### config.mk
export PLATFORM = sky130hd
export DESIGN_NAME = uart_tx_frame
export DESIGN_NICKNAME = d
export VERILOG_FILES = /design/src/rtl/uart_tx_frame.sv
export SDC_FILE = /design/constraint.sdc
export NUM_CORES = 1
export LEC_CHECK = 0
export ABC_AREA = 1
export BUFFER_PORTS_ARGS = -buffer_cell sky130_fd_sc_hd__clkbuf_2
export CORE_MARGIN = 5
export CORE_UTILIZATION = 46
export CTS_CLUSTER_SIZE = 40
export DETAILED_ROUTE_END_ITERATION = 6
export PLACE_DENSITY = 0.63
export SKIP_CTS_REPAIR_TIMING = 1
export SYNTH_ARGS = -nofsm -noshare
export SYNTH_HDL_FRONTEND = slang
export SYNTH_SLANG_ARGS = --single-unit
### constraint.sdc
create_clock -name clk -period 2 [get_ports clk]
set_input_delay 0 -clock clk [delete_from_list [all_inputs] [get_ports clk]]
set_output_delay 0 -clock clk [all_outputs]
set_load 0.005 [all_outputs]
### src/rtl/uart_tx_frame.sv
// Parametrised UART transmitter: baud divider, 5..9 data bits, optional parity, 1/2 stop bits.
// Define UART_TX_FIFO_EN to place a FIFO_DEPTH-entry input FIFO in front of the frame FSM.
module uart_tx_frame #(
   parameter int CLK_DIV    = 868,
   parameter int DATA_BITS  = 8,
   parameter int PARITY     = 0,
   parameter int STOP_BITS  = 1,
   parameter int FIFO_DEPTH = 4
) (
   input  logic                 clk,
   input  logic                 rst,
   input  logic [DATA_BITS-1:0] tx_data,
   input  logic                 tx_valid,
   output logic                 tx_ready,
   output logic                 txd,
   output logic                 tx_busy,
   output logic                 tx_done
);

   localparam int            BW        = (CLK_DIV > 1) ? $clog2(CLK_DIV) : 1;
   localparam logic [BW-1:0] BAUD_LAST = BW'(CLK_DIV - 1);
   localparam logic [3:0]    DATA_LAST = 4'(DATA_BITS - 1);
   localparam logic [3:0]    STOP_LAST = 4'(STOP_BITS - 1);

   if (CLK_DIV < 2 || DATA_BITS < 5 || DATA_BITS > 9 || PARITY < 0 || PARITY > 2 ||
       STOP_BITS < 1 || STOP_BITS > 2 || FIFO_DEPTH < 2 ||
       (FIFO_DEPTH & (FIFO_DEPTH - 1)) != 0) begin : g_bad_params
      $fatal(1, "uart_tx_frame: illegal parameter combination");
   end

   typedef enum logic [2:0] {S_IDLE, S_START, S_DATA, S_PARITY, S_STOP} state_t;

   state_t                 state_q, state_d;
   logic [BW-1:0]          baud_q, baud_d;
   logic [3:0]             cnt_q, cnt_d;
   logic [DATA_BITS-1:0]   shift_q, shift_d;
   logic                   par_q, par_d;
   logic                   txd_d;
   logic                   bit_end, frame_end;
   logic                   start;
   logic [DATA_BITS-1:0]   start_data;

   assign bit_end   = (baud_q == BAUD_LAST);
   assign frame_end = (state_q == S_STOP) && bit_end && (cnt_q == STOP_LAST);
   assign tx_done   = frame_end;

`ifdef UART_TX_FIFO_EN
   localparam int AW = $clog2(FIFO_DEPTH);

   logic [DATA_BITS-1:0] mem [FIFO_DEPTH];
   logic [AW:0]          wr_ptr, rd_ptr;
   logic                 fifo_empty, fifo_full, push;

   assign fifo_empty = (wr_ptr == rd_ptr);
   assign fifo_full  = (wr_ptr[AW] != rd_ptr[AW]) && (wr_ptr[AW-1:0] == rd_ptr[AW-1:0]);
   assign push       = tx_valid && !fifo_full;
   assign tx_ready   = !fifo_full;
   assign start      = !fifo_empty && ((state_q == S_IDLE) || frame_end);
   assign start_data = mem[rd_ptr[AW-1:0]];
   assign tx_busy    = (state_q != S_IDLE) || !fifo_empty;

   always_ff @(posedge clk or negedge rst) begin
      if (!rst) begin
         wr_ptr <= '0;
         rd_ptr <= '0;
      end else begin
         if (push)  wr_ptr <= wr_ptr + 1'b1;
         if (start) rd_ptr <= rd_ptr + 1'b1;
      end
   end

   // NOTE: storage is not reset; the pointers alone define which entries are valid.
   always_ff @(posedge clk) begin
      if (push) mem[wr_ptr[AW-1:0]] <= tx_data;
   end
`else
   assign tx_ready   = (state_q == S_IDLE) || frame_end;
   assign start      = tx_valid && tx_ready;
   assign start_data = tx_data;
   assign tx_busy    = (state_q != S_IDLE);
`endif

   // NOTE: every variable gets a default first so no path through the case infers a latch.
   always_comb begin
      state_d = state_q;
      baud_d  = bit_end ? '0 : baud_q + BW'(1);
      cnt_d   = cnt_q;
      shift_d = shift_q;
      par_d   = par_q;
      case (state_q)
         S_IDLE: begin
            baud_d = '0;
            if (start) begin
               state_d = S_START;
               shift_d = start_data;
               par_d   = (PARITY == 1) ? ~(^start_data) : (^start_data);
            end
         end
         S_START: begin
            if (bit_end) begin
               state_d = S_DATA;
               cnt_d   = '0;
            end
         end
         S_DATA: begin
            if (bit_end) begin
               shift_d = shift_q >> 1;
               if (cnt_q == DATA_LAST) begin
                  state_d = (PARITY != 0) ? S_PARITY : S_STOP;
                  cnt_d   = '0;
               end else begin
                  cnt_d = cnt_q + 4'd1;
               end
            end
         end
         S_PARITY: begin
            if (bit_end) begin
               state_d = S_STOP;
               cnt_d   = '0;
            end
         end
         S_STOP: begin
            if (frame_end) begin
               cnt_d = '0;
               if (start) begin
                  state_d = S_START;
                  shift_d = start_data;
                  par_d   = (PARITY == 1) ? ~(^start_data) : (^start_data);
               end else begin
                  state_d = S_IDLE;
               end
            end else if (bit_end) begin
               cnt_d = cnt_q + 4'd1;
            end
         end
         default: state_d = S_IDLE;
      endcase

      // The line level is derived from the next state so txd leaves a flop, in step with state_q.
      case (state_d)
         S_START:  txd_d = 1'b0;
         S_DATA:   txd_d = shift_d[0];
         S_PARITY: txd_d = par_d;
         default:  txd_d = 1'b1;
      endcase
   end

   // NOTE: sequential state uses non-blocking assignments only, so all flops update together.
   always_ff @(posedge clk or negedge rst) begin
      if (!rst) begin
         state_q <= S_IDLE;
         baud_q  <= '0;
         cnt_q   <= '0;
         shift_q <= '0;
         par_q   <= 1'b0;
         txd     <= 1'b1;
      end else begin
         state_q <= state_d;
         baud_q  <= baud_d;
         cnt_q   <= cnt_d;
         shift_q <= shift_d;
         par_q   <= par_d;
         txd     <= txd_d;
      end
   end

endmodule
==> results.md, run 1 <==
- Synth Cell Area: 1592 sq um
- Slew Limit Fails: 0
- Max Cap Viol: 0
- LEAKAGE: 0.9309 nW
- Largest net degree at the start of global routing: 28
- Post-Synthesis Cells: 190
- Root buffer cell: clkbuf_4
- Die X: 68.82 microns
- Starting density of the core: 47.69%
- Post-DP HPWL: 2327 microns
- Critical Path AT: 2.00 ns
- Final period utilization: 87.68%
- Die Height: 68.82 microns
- Power Density: 477.1 nW/um^2
- Area grow syn2layout: 15.41%
- Layout cells sized above 1: 19.82%
- Via Count: 1264
- Full die area: 4736 sq um
- Outcome: finished, final reports clean
- # setup viols final: 0
- DRT antenna net count: 0
- Critical path capture point type: register
- Max-slew headroom: 55.52%
- # fillers: 312
- Post-Syn Nets: 204
- Fmax: 570.3 MHz
- Commonest non-fill, non-tap cells in the layout: nand2_1, inv_1, dfrtp_1
- Final min period: 1.754 ns
- H-Tree Depth: 1
- Wire per inst: 11.19 microns
- GRT Overall Usage: 14.65%
- Synth warnings: 0
- Aggregate global routing overflow: 0
- Placed cell count: 250
- Vias/cell: 4.806
- Clock latency on the worst-skew pair: 0.33 ns
- RePlAce Congestion: 0.7467
- CTS tree: built
- Mapped Avg Cell Area: 8.376 sq um
- Setup TNS: 0 ns
- Initial antenna violation count: 0
- I/O pins: 15
- Req. time, crit path: 2.24 ns
- Layout Skew: 0.01020 ns
- Final Hold Viols: 0
- Clock-pin transition on the worst setup and hold timing paths: 0.15 ns
- Core area: 3337 sq um
- CTS Buffer Depth: 2
- DR pass1 iterations: 4
- Inserted Clock Buffers: 3
- RSZ-0062 raised after global routing: no
- Vias in the first global route: 1224
- Crit-path max FO: 7
- Tightest Pin Transition: 0.6672 ns
- Non-Filler Instances: 263
- Number of diodes: 0
- Remaining routing DRC violations: 0
- Hold WC Path Type: in2reg
- CP Class: reg2reg
- Worst Setup Start Kind: register
- Register area share after synthesis: 42.53%
- Final nets: 232
- Peak supply drop: 0.2212 mV
- Clock Sinks: 27
- Most common cell after layout, fill and taps aside: nand2_1
- Drt initial violations: 72
- Row cnt: 21
- Final WL: 2944 microns
- Synth unique cells: 30
- Number of port buffers: 14
- First-pass GRT wire length: 5147 microns
- Synthesis-stage register bit count: 27
## power breakdown
part / total [mW] / internal (mW) / switching (mW)
registers: 0.559 / 0.555 / 0.00453
clock network: 0.236 / 0.0751 / 0.161
logic: 0.0803 / 0.0379 / 0.0424
total: 0.876 / 0.668 / 0.208
## state kept, by name (all words and copies together) (netlist names)
| register | flops |
|---|---|
| baud_q | 10 |
| shift_q | 8 |
| cnt_q | 4 |
| state_q | 3 |
| par_q | 1 |
| txd | 1 |
## worst max-delay path: stages (launching register included)
cell     delay, ns
dfrtp_1       0.39
ha_1          0.21
inv_1         0.06
nor2_2        0.14
nand2_1       0.08
nor2_2        0.12
nand3_4       0.12
a21oi_4       0.25
nand2_2       0.10
and2_2        0.18
## metal layers
metal  vias to the layer above  wire [microns]  GRT usage [%]
met3                         4              89          2.269
met2                        15            1429          26.10
met5                         -               0              0
met1                       581            1373          17.53
li1                        664               -              -
met4                         0              51          5.839
## cell usage after synthesis
| master | count | area (sq um) |
|---|---|---|
| xor2_1 | 6 | 52.55 |
| ha_1 | 3 | 37.54 |
| nor3_4 | 1 | 16.27 |
| dfrtp_1 | 26 | 650.6 |
| nand3_1 | 11 | 55.05 |
| nor3_1 | 4 | 20.02 |
| nor2_2 | 4 | 25.02 |
| nor3b_1 | 1 | 7.510 |
| a21oi_4 | 1 | 16.27 |
| dfstp_2 | 1 | 26.28 |
| nand3_4 | 2 | 35.03 |
| nor2_1 | 13 | 48.80 |
| o21ai_0 | 4 | 20.02 |
| nand3_2 | 1 | 10.01 |
| nand4_1 | 2 | 12.51 |
| a21oi_2 | 1 | 8.760 |
| xnor2_1 | 4 | 35.03 |
| nand2_1 | 48 | 180.2 |
| nand4_4 | 1 | 21.27 |
| and2_2 | 1 | 7.510 |
| o21a_1 | 1 | 7.510 |
| nand2_2 | 5 | 31.28 |
| o211ai_1 | 1 | 7.510 |
| nor2_4 | 4 | 45.04 |
| inv_1 | 26 | 97.59 |
| inv_2 | 1 | 3.750 |
| o21ai_1 | 2 | 10.01 |
| a21oi_1 | 7 | 35.03 |
| nand2_4 | 2 | 22.52 |
| a22oi_1 | 6 | 45.04 |
## cells by family (layout without fill, tap and decap cells)
| logic type | after synthesis | after routing | share of synthesized area [%] |
|---|---|---|---|
| xor gates and xnor gates | 10 | 10 | 5.503 |
| and+or+nand+nor | 100 | 100 | 33.80 |
| AOI/OAI and AO/OA | 23 | 23 | 9.434 |
| DFF | 27 | 27 | 42.53 |
| adders and majority gates | 3 | 3 | 2.359 |
| buffers and inverters | 27 | 54 | 6.367 |
## per-stage QoR
stage | setup slack [ns] | power, mW | area [sq um] | utilization [%] | hold slack [ns]
after floorplan | 0.4216 | 0.6048 | 1592 | - | -0.2956
after global placement | 0.2596 | 0.6343 | 1719 | 51.52 | 0.06008
after detailed placement | 0.2174 | 0.6379 | 1719 | 51.52 | 0.07305
after CTS | 0.2120 | 0.8791 | 1747 | 52.34 | -0.3092
after global routing | 0.04556 | 0.9214 | 1837 | 55.04 | 0.09346
final | 0.2465 | 0.8763 | 1837 | 55.04 | 0.06553
## path summary, 6_finish.rpt
check / slack [ns] / to / depth (start not counted) / start
worst max-delay path: 0.25 / par_q$_DFF_PN0_ / 9 / baud_q[0]$_DFF_PN0_
worst min-delay path: 0.07 / shift_q[0]$_DFF_PN0_ / 5 / tx_data[0]
worst max register to register: 0.25 / par_q$_DFF_PN0_ / 9 / baud_q[0]$_DFF_PN0_
worst min register to register: 0.47 / baud_q[0]$_DFF_PN0_ / 1 / baud_q[0]$_DFF_PN0_
max in group asynchronous: 1.35 / baud_q[6]$_DFF_PN0_ / 2 / rst
min in group asynchronous: 0.22 / baud_q[7]$_DFF_PN0_ / 2 / rst
## cell type report
| cell class | instances | area [sq um] | share of cell area [%] |
|---|---|---|---|
| multi-input cells | 136 | 813.3 | 44.28 |
| flip-flops and latches | 27 | 676.9 | 36.85 |
| repair buffers | 23 | 160.2 | 8.719 |
| inverters | 27 | 101.3 | 5.518 |
| well taps | 46 | 57.56 | 3.134 |
| clock buffers | 3 | 22.52 | 1.226 |
| clock inverters | 1 | 5.005 | 0.2725 |
(Power assumes the default switching activity.)
==> inputs of run 2 (changes only) <==
Settings changed: CORE_ASPECT_RATIO from default to 1.25.
==> results.md, run 2 (synthesized netlist as in run 1, its figures left out) <==
- Clock-pin transition on the worst setup and hold timing paths: 0.09 ns (-0.06 ns)
- WP buf/inv: 2 (+1)
- Outcome: finished, final reports clean
- Clock Power Share: 32.7% (+5.7 points)
- Reg2reg setup slack: 0.25 ns (about the same)
- Clock Sinks: 27 (unchanged)
- Post-Layout Inst Area: 1815 sq um (-1.2%)
- Vias/cell: 5.126 (+6.7%)
- Sw power: 0.2117 mW (+1.7%)
- Commonest non-fill, non-tap cells in the layout: nand2_1, inv_1, dfrtp_1
- Slew Limit Fails: 0 (unchanged)
- Worst hold endpoint: shift_q[3]$_DFFE_PN0P_
- First-pass GRT wire length: 5326 microns (+3.5%)
- Pint: 0.7311 mW (+9.4%)
- Reg2reg end: txd$_DFF_PN1_
- Layer with the highest usage: met2
- Largest net degree at the start of global routing: 28 (unchanged)
- Remaining routing DRC violations: 0 (unchanged)
- Inserted Clock Buffers: 3 (unchanged)
- Final period utilization: 87.53% (-0.15 points)
- Reg2Reg Launch Point: baud_q[0]$_DFF_PN0_
- Final nets: 229 (-1.3%)
- Aggregate global routing overflow: 0 (unchanged)
- Row cnt: 24 (+14%)
- Max-slew headroom: 55.66% (+0.14 points)
- Final Power: 0.9429 mW (+7.6%)
- Combinational Power Share: 8.0% (-1.2 points)
- Critical path capture point type: register
- CP delay by family, top: simple AND/OR/NAND/NOR gates
- Full die area: 4744 sq um (+0.16%)
- Die X: 62.61 microns (-9.0%)
- Worst-path cell chain: ha_1 > inv_1 > nor2_2 > nand2_1 > nor2_2 > nand3_4 > a21oi_4 > nand2_2 > nand3_1 > nand2_1 > nand2_1 > inv_1
- Top Registers: baud_q (10), shift_q (8), cnt_q (4)
- DR pass1 iterations: 4 (unchanged)
- Root buffer cell: clkbuf_8
- Fin util: 53.03% (-2.0 points)
- Reg power frac: 59.2% (-4.7 points)
- Area grow syn2layout: 14.07%
- Flip-flop count of the largest register after layout: 10 (unchanged)
- Setup TNS: 0 ns (unchanged)
- Layout cells sized above 1: 19.63% (-0.19 points)
- Fmax: 571.3 MHz (+0.17%)
- Power Density: 519.3 nW/um^2 (+8.9%)
- Tightest Pin Transition: 0.6651 ns (-0.002064 ns)
- GRT Overall Usage: 13.87% (-0.78 points)
- Vias in the first global route: 1241 (+1.4%)
- Critical path's slowest cell: dfrtp_1
- Wire per inst: 12.38 microns (+11%)
- Met1 Resource Use GR: 15.77% (-1.8 points)
- LEAKAGE: 0.9234 nW (-0.80%)
- Core area: 3423 sq um (+2.6%)
- H-Tree Depth: 1 (unchanged)
- Critical Path AT: 1.96 ns (-0.04 ns)
- Crit-path max FO: 7 (unchanged)
- CP Class: reg2reg
- Hold depth: 3 (-2)
- CTS Buffer Depth: 2 (unchanged)
- Post-DP HPWL: 2456 microns (+5.6%)
- Via Count: 1297 (+2.6%)
- Biggest register: baud_q
- Crit-path max cell delay: 0.38 ns (about the same)
- CP most frequent cell: nand2_1
- Starting density of the core: 46.49% (-1.2 points)
- Final min period: 1.751 ns (-0.002986 ns)
- Final Hold Viols: 0 (unchanged)
- Max Cap Viol: 0 (unchanged)
- Number of port buffers: 14 (unchanged)
- I/O pins: 15 (unchanged)
- Placed cell count: 243 (-2.8%)
- Layout Skew: 0.001679 ns (-0.008524 ns)
- Switching Share: 22.46% (-1.3 points)
- Grt met2 use: 25.92% (-0.18 points)
- Worst Setup Start Kind: register
- # setup viols final: 0 (unchanged)
- Non-Filler Instances: 253 (-3.8%)
- Initial antenna violation count: 0 (unchanged)
- Min-delay src: tx_data[3]
- Met3 usage: 2.802% (+0.53 points)
- RePlAce Congestion: 0.8156 (+9.2%)
- Most common cell after layout, fill and taps aside: nand2_1
- R2R cell count: 12 (+3)
- Hold WC Path Type: in2reg
- Final WL: 3131 microns (+6.4%)
- DRT antenna net count: 0 (unchanged)
- Number of diodes: 0 (unchanged)
- Die Height: 75.77 microns (+10%)
- Peak supply drop: 0.4315 mV (+95%)
- CTS tree: built
- Placed inst area: 1710 sq um (-0.51%)
- Req. time, crit path: 2.21 ns (-0.03 ns)
- RSZ-0062 raised after global routing: no
- Drt initial violations: 64 (-11%)
- Clock latency on the worst-skew pair: 0.27 ns (-0.06 ns)
-- run 2: changes by cell type in the layout (fill, tap and decap cells not counted) --
cell	before	now
clkbuf_1	0	1
clkbuf_4	3	0
clkbuf_8	0	3
clkinv_2	1	0
dlygate4sd3_1	9	6
-- run 2: final cells by class --
cell class,instances,area (sq um)
fill,325,1608
multi-input combinational,136,813.3
tap,39,48.80
clock buffer,4,45.04
timing repair buffer,20,130.1
inverter,27,101.3
sequential,27,676.9
-- run 2: routing by layer --
metal	vias to the layer above	part of all wire, %
met3	8	4.2
met5	-	0
met4	0	1.6
met2	26	53
li1	656	-
met1	607	41
-- run 2: metrics by stage --
step | hold slack (ns) | setup slack, ns
after detailed placement | 0.06853 | 0.2493
after CTS | -0.2274 | 0.2316
after floorplan | -0.2956 | 0.4216
after global placement | 0.05838 | 0.3079
after global routing | 0.02524 | 0.03976
final | 0.01834 | 0.2495
-- run 2: worst max path at each step --
stage	startpoint	end	slack, ns	cells after the start
global placement	baud_q[0]$_DFF_PN0_	txd$_DFF_PN1_	0.31	12
detailed placement	baud_q[0]$_DFF_PN0_	txd$_DFF_PN1_	0.25	12
global route	baud_q[0]$_DFF_PN0_	txd$_DFF_PN1_	0.04	12
floorplan	baud_q[0]$_DFF_PN0_	par_q$_DFF_PN0_	0.42	9
CTS	baud_q[0]$_DFF_PN0_	txd$_DFF_PN1_	0.23	12
finish	baud_q[0]$_DFF_PN0_	txd$_DFF_PN1_	0.25	12
-- run 2: power groups by stage --
stage                     clock network [mW]  registers [mW]  logic, mW
after floorplan                            0           0.568     0.0366
after global placement                     0           0.569     0.0652
after detailed placement                   0           0.569     0.0684
after CTS                              0.318           0.559     0.0683
after global routing                   0.341           0.560     0.0871
final                                  0.308           0.559     0.0758
-- run 2: tightest hold or removal path, cell delays in order --
cell and delay, ns:
clkbuf_2 0.11, nand2_1 0.09, nand2_1 0.05
==> inputs of run 3 (changes only) <==
Settings changed: SETUP_SLACK_MARGIN from default to 0.5.
==> results.md, run 3 (synthesized netlist as in run 1, its figures left out) <==
- Outcome: finished, final reports clean
- Most common cell after layout, fill and taps aside: nand2_1
- Starting density of the core: 46.49% (unchanged)
- Worst-path cell chain: nor2_4 > nand2_4 > nor2_4 > nand3_4 > nand3_4 > nand3_4 > a22oi_1 > nand2_1
- Vias in the first global route: 1253 (+0.97%)
- Inserted Clock Buffers: 3 (unchanged)
- Final min period: 1.664 ns (-0.08662 ns)
- Layout Skew: 0.009936 ns (+0.008257 ns)
- Clock Sinks: 27 (unchanged)
- Clock-pin transition on the worst setup and hold timing paths: 0.09 ns (about the same)
- Max Cap Viol: 0 (unchanged)
- Commonest non-fill, non-tap cells in the layout: nand2_1, dfrtp_1, inv_1
- RSZ-0062 raised after global routing: yes
- Drt initial violations: 57 (-11%)
- Fmax: 601.0 MHz (+5.2%)
- Top Registers: baud_q (10), shift_q (8), cnt_q (4)
- Core area: 3423 sq um (unchanged)
- Largest net degree at the start of global routing: 28 (unchanged)
- Full die area: 4744 sq um (unchanged)
- Critical path's slowest cell: dfrtp_1
- Register Area: 678.2 sq um (+0.18%)
- Final period utilization: 83.20% (-4.3 points)
- Peak supply drop: 0.3651 mV (-15%)
- Final WL: 3264 microns (+4.2%)
- CP delay by family, top: simple AND/OR/NAND/NOR gates
- Die Height: 75.77 microns (unchanged)
- CTS Buffer Depth: 2 (unchanged)
- Power Density: 486.5 nW/um^2 (-6.3%)
- I/O pins: 15 (unchanged)
- Initial antenna violation count: 0 (unchanged)
- First-pass GRT wire length: 5271 microns (-1.0%)
- RePlAce Congestion: 0.8676 (+6.4%)
- Final Hold Viols: 0 (unchanged)
- Clock latency on the worst-skew pair: 0.28 ns (about the same)
- Area grow syn2layout: 22.17%
- Hold WC Path Type: in2reg
- Flip-flop count of the largest register after layout: 10 (unchanged)
- Max-slew headroom: 55.85% (+0.19 points)
- Top sig layer: met4
- Layout cells sized above 1: 26.79% (+7.2 points)
- Aggregate global routing overflow: 0 (unchanged)
- Worst Setup Start Kind: register
- Vias/cell: 5.106 (-0.39%)
- # setup viols final: 0 (unchanged)
- Row cnt: 24 (unchanged)
- # fillers: 305 (-6.2%)
- Req. time, crit path: 2.16 ns (-0.05 ns)
- Root buffer cell: clkbuf_8
- Critical path capture point type: register
- Critical Path AT: 1.82 ns (-0.14 ns)
- Setup TNS: 0 ns (unchanged)
- Remaining routing DRC violations: 0 (unchanged)
- Multi-input logic area: 862.1 sq um (+6.0%)
- LEAKAGE: 0.9806 nW (+6.2%)
- Post-DP HPWL: 2507 microns (+2.1%)
- Number of diodes: 0 (unchanged)
- Biggest register: baud_q
- Placed inst area: 1725 sq um (+0.88%)
- Wire per inst: 12.41 microns (+0.28%)
- DR WL met3: 118 microns (-11%)
- Met1 WL: 1269 microns (-2.2%)
- H-Tree Depth: 1 (unchanged)
- Number of port buffers: 14 (unchanged)
- Tightest Pin Transition: 0.6623 ns (-0.002830 ns)
- DR pass1 iterations: 4 (unchanged)
- Final nets: 239 (+4.4%)
- CP most frequent cell: nand3_4
- Via Count: 1343 (+3.5%)
- Met2 Wirelength: 1821 microns (+10%)
- Crit-path max FO: 8 (+1)
- CP Class: reg2reg
- GRT Overall Usage: 14.14% (+0.27 points)
- Die X: 62.61 microns (unchanged)
- WP buf/inv: 0 (-2)
- Crit-path max cell delay: 0.48 ns (+0.10 ns)
- CTS tree: built
- Post-Layout Inst Area: 1944 sq um (+7.1%)
- DRT antenna net count: 0 (unchanged)
- Slew Limit Fails: 0 (unchanged)
-- run 3: worst paths after layout --
path,startpoint,end,slack (ns),cells after the start
max in group asynchronous,rst,state_q[2]$_DFF_PN0_,1.27,2
min,tx_data[2],shift_q[2]$_DFFE_PN0P_,0.004,3
max,state_q[0]$_DFF_PN0_,shift_q[5]$_DFFE_PN0P_,0.34,8
min in group asynchronous,rst,baud_q[3]$_DFF_PN0_,0.27,2
max reg2reg,state_q[0]$_DFF_PN0_,shift_q[5]$_DFFE_PN0P_,0.34,8
min reg2reg,shift_q[3]$_DFFE_PN0P_,shift_q[3]$_DFFE_PN0P_,0.50,2
-- run 3: power by group --
group	internal, mW	leakage [nW]	switching [mW]	total (mW)
registers	0.554	0.331	0.00421	0.559
clock network	0.140	0.0255	0.169	0.309
logic	0.0360	0.624	0.0421	0.0781
total	0.730	0.981	0.216	0.946
-- run 3: final cells by class --
class	count	share of cell area, %
inverters	27	5.341
multi-input cells	136	44.34
flip-flops and latches	27	34.88
well taps	39	2.510
repair buffers	30	10.55
clock inverters	1	0.2574
clock buffers	3	2.124
-- run 3: per-stage QoR --
stage	utilization (%)	total power [mW]	hold slack, ns	worst slack, ns	instances
final	56.80	0.9458	0.003950	0.3361	263
after global routing	56.80	0.9914	0.01891	0.2273	263
after CTS	51.75	0.9521	-0.2421	0.2873	247
after detailed placement	50.40	0.6376	0.06680	0.2963	243
after global placement	50.40	0.6353	0.06401	0.3460	243
after floorplan	-	0.6048	-0.2956	0.4514	190
-- run 3: worst min-delay path: stages --
cell and delay, ns:
clkbuf_2 0.11, nand2_1 0.07, nand2_1 0.05
-- run 3: layer usage --
layer | vias up | track usage (%)
met2 | 26 | 27.76
met4 | 0 | 6.840
met3 | 5 | 2.212
met1 | 633 | 14.81
met5 | - | 0
li1 | 679 | -
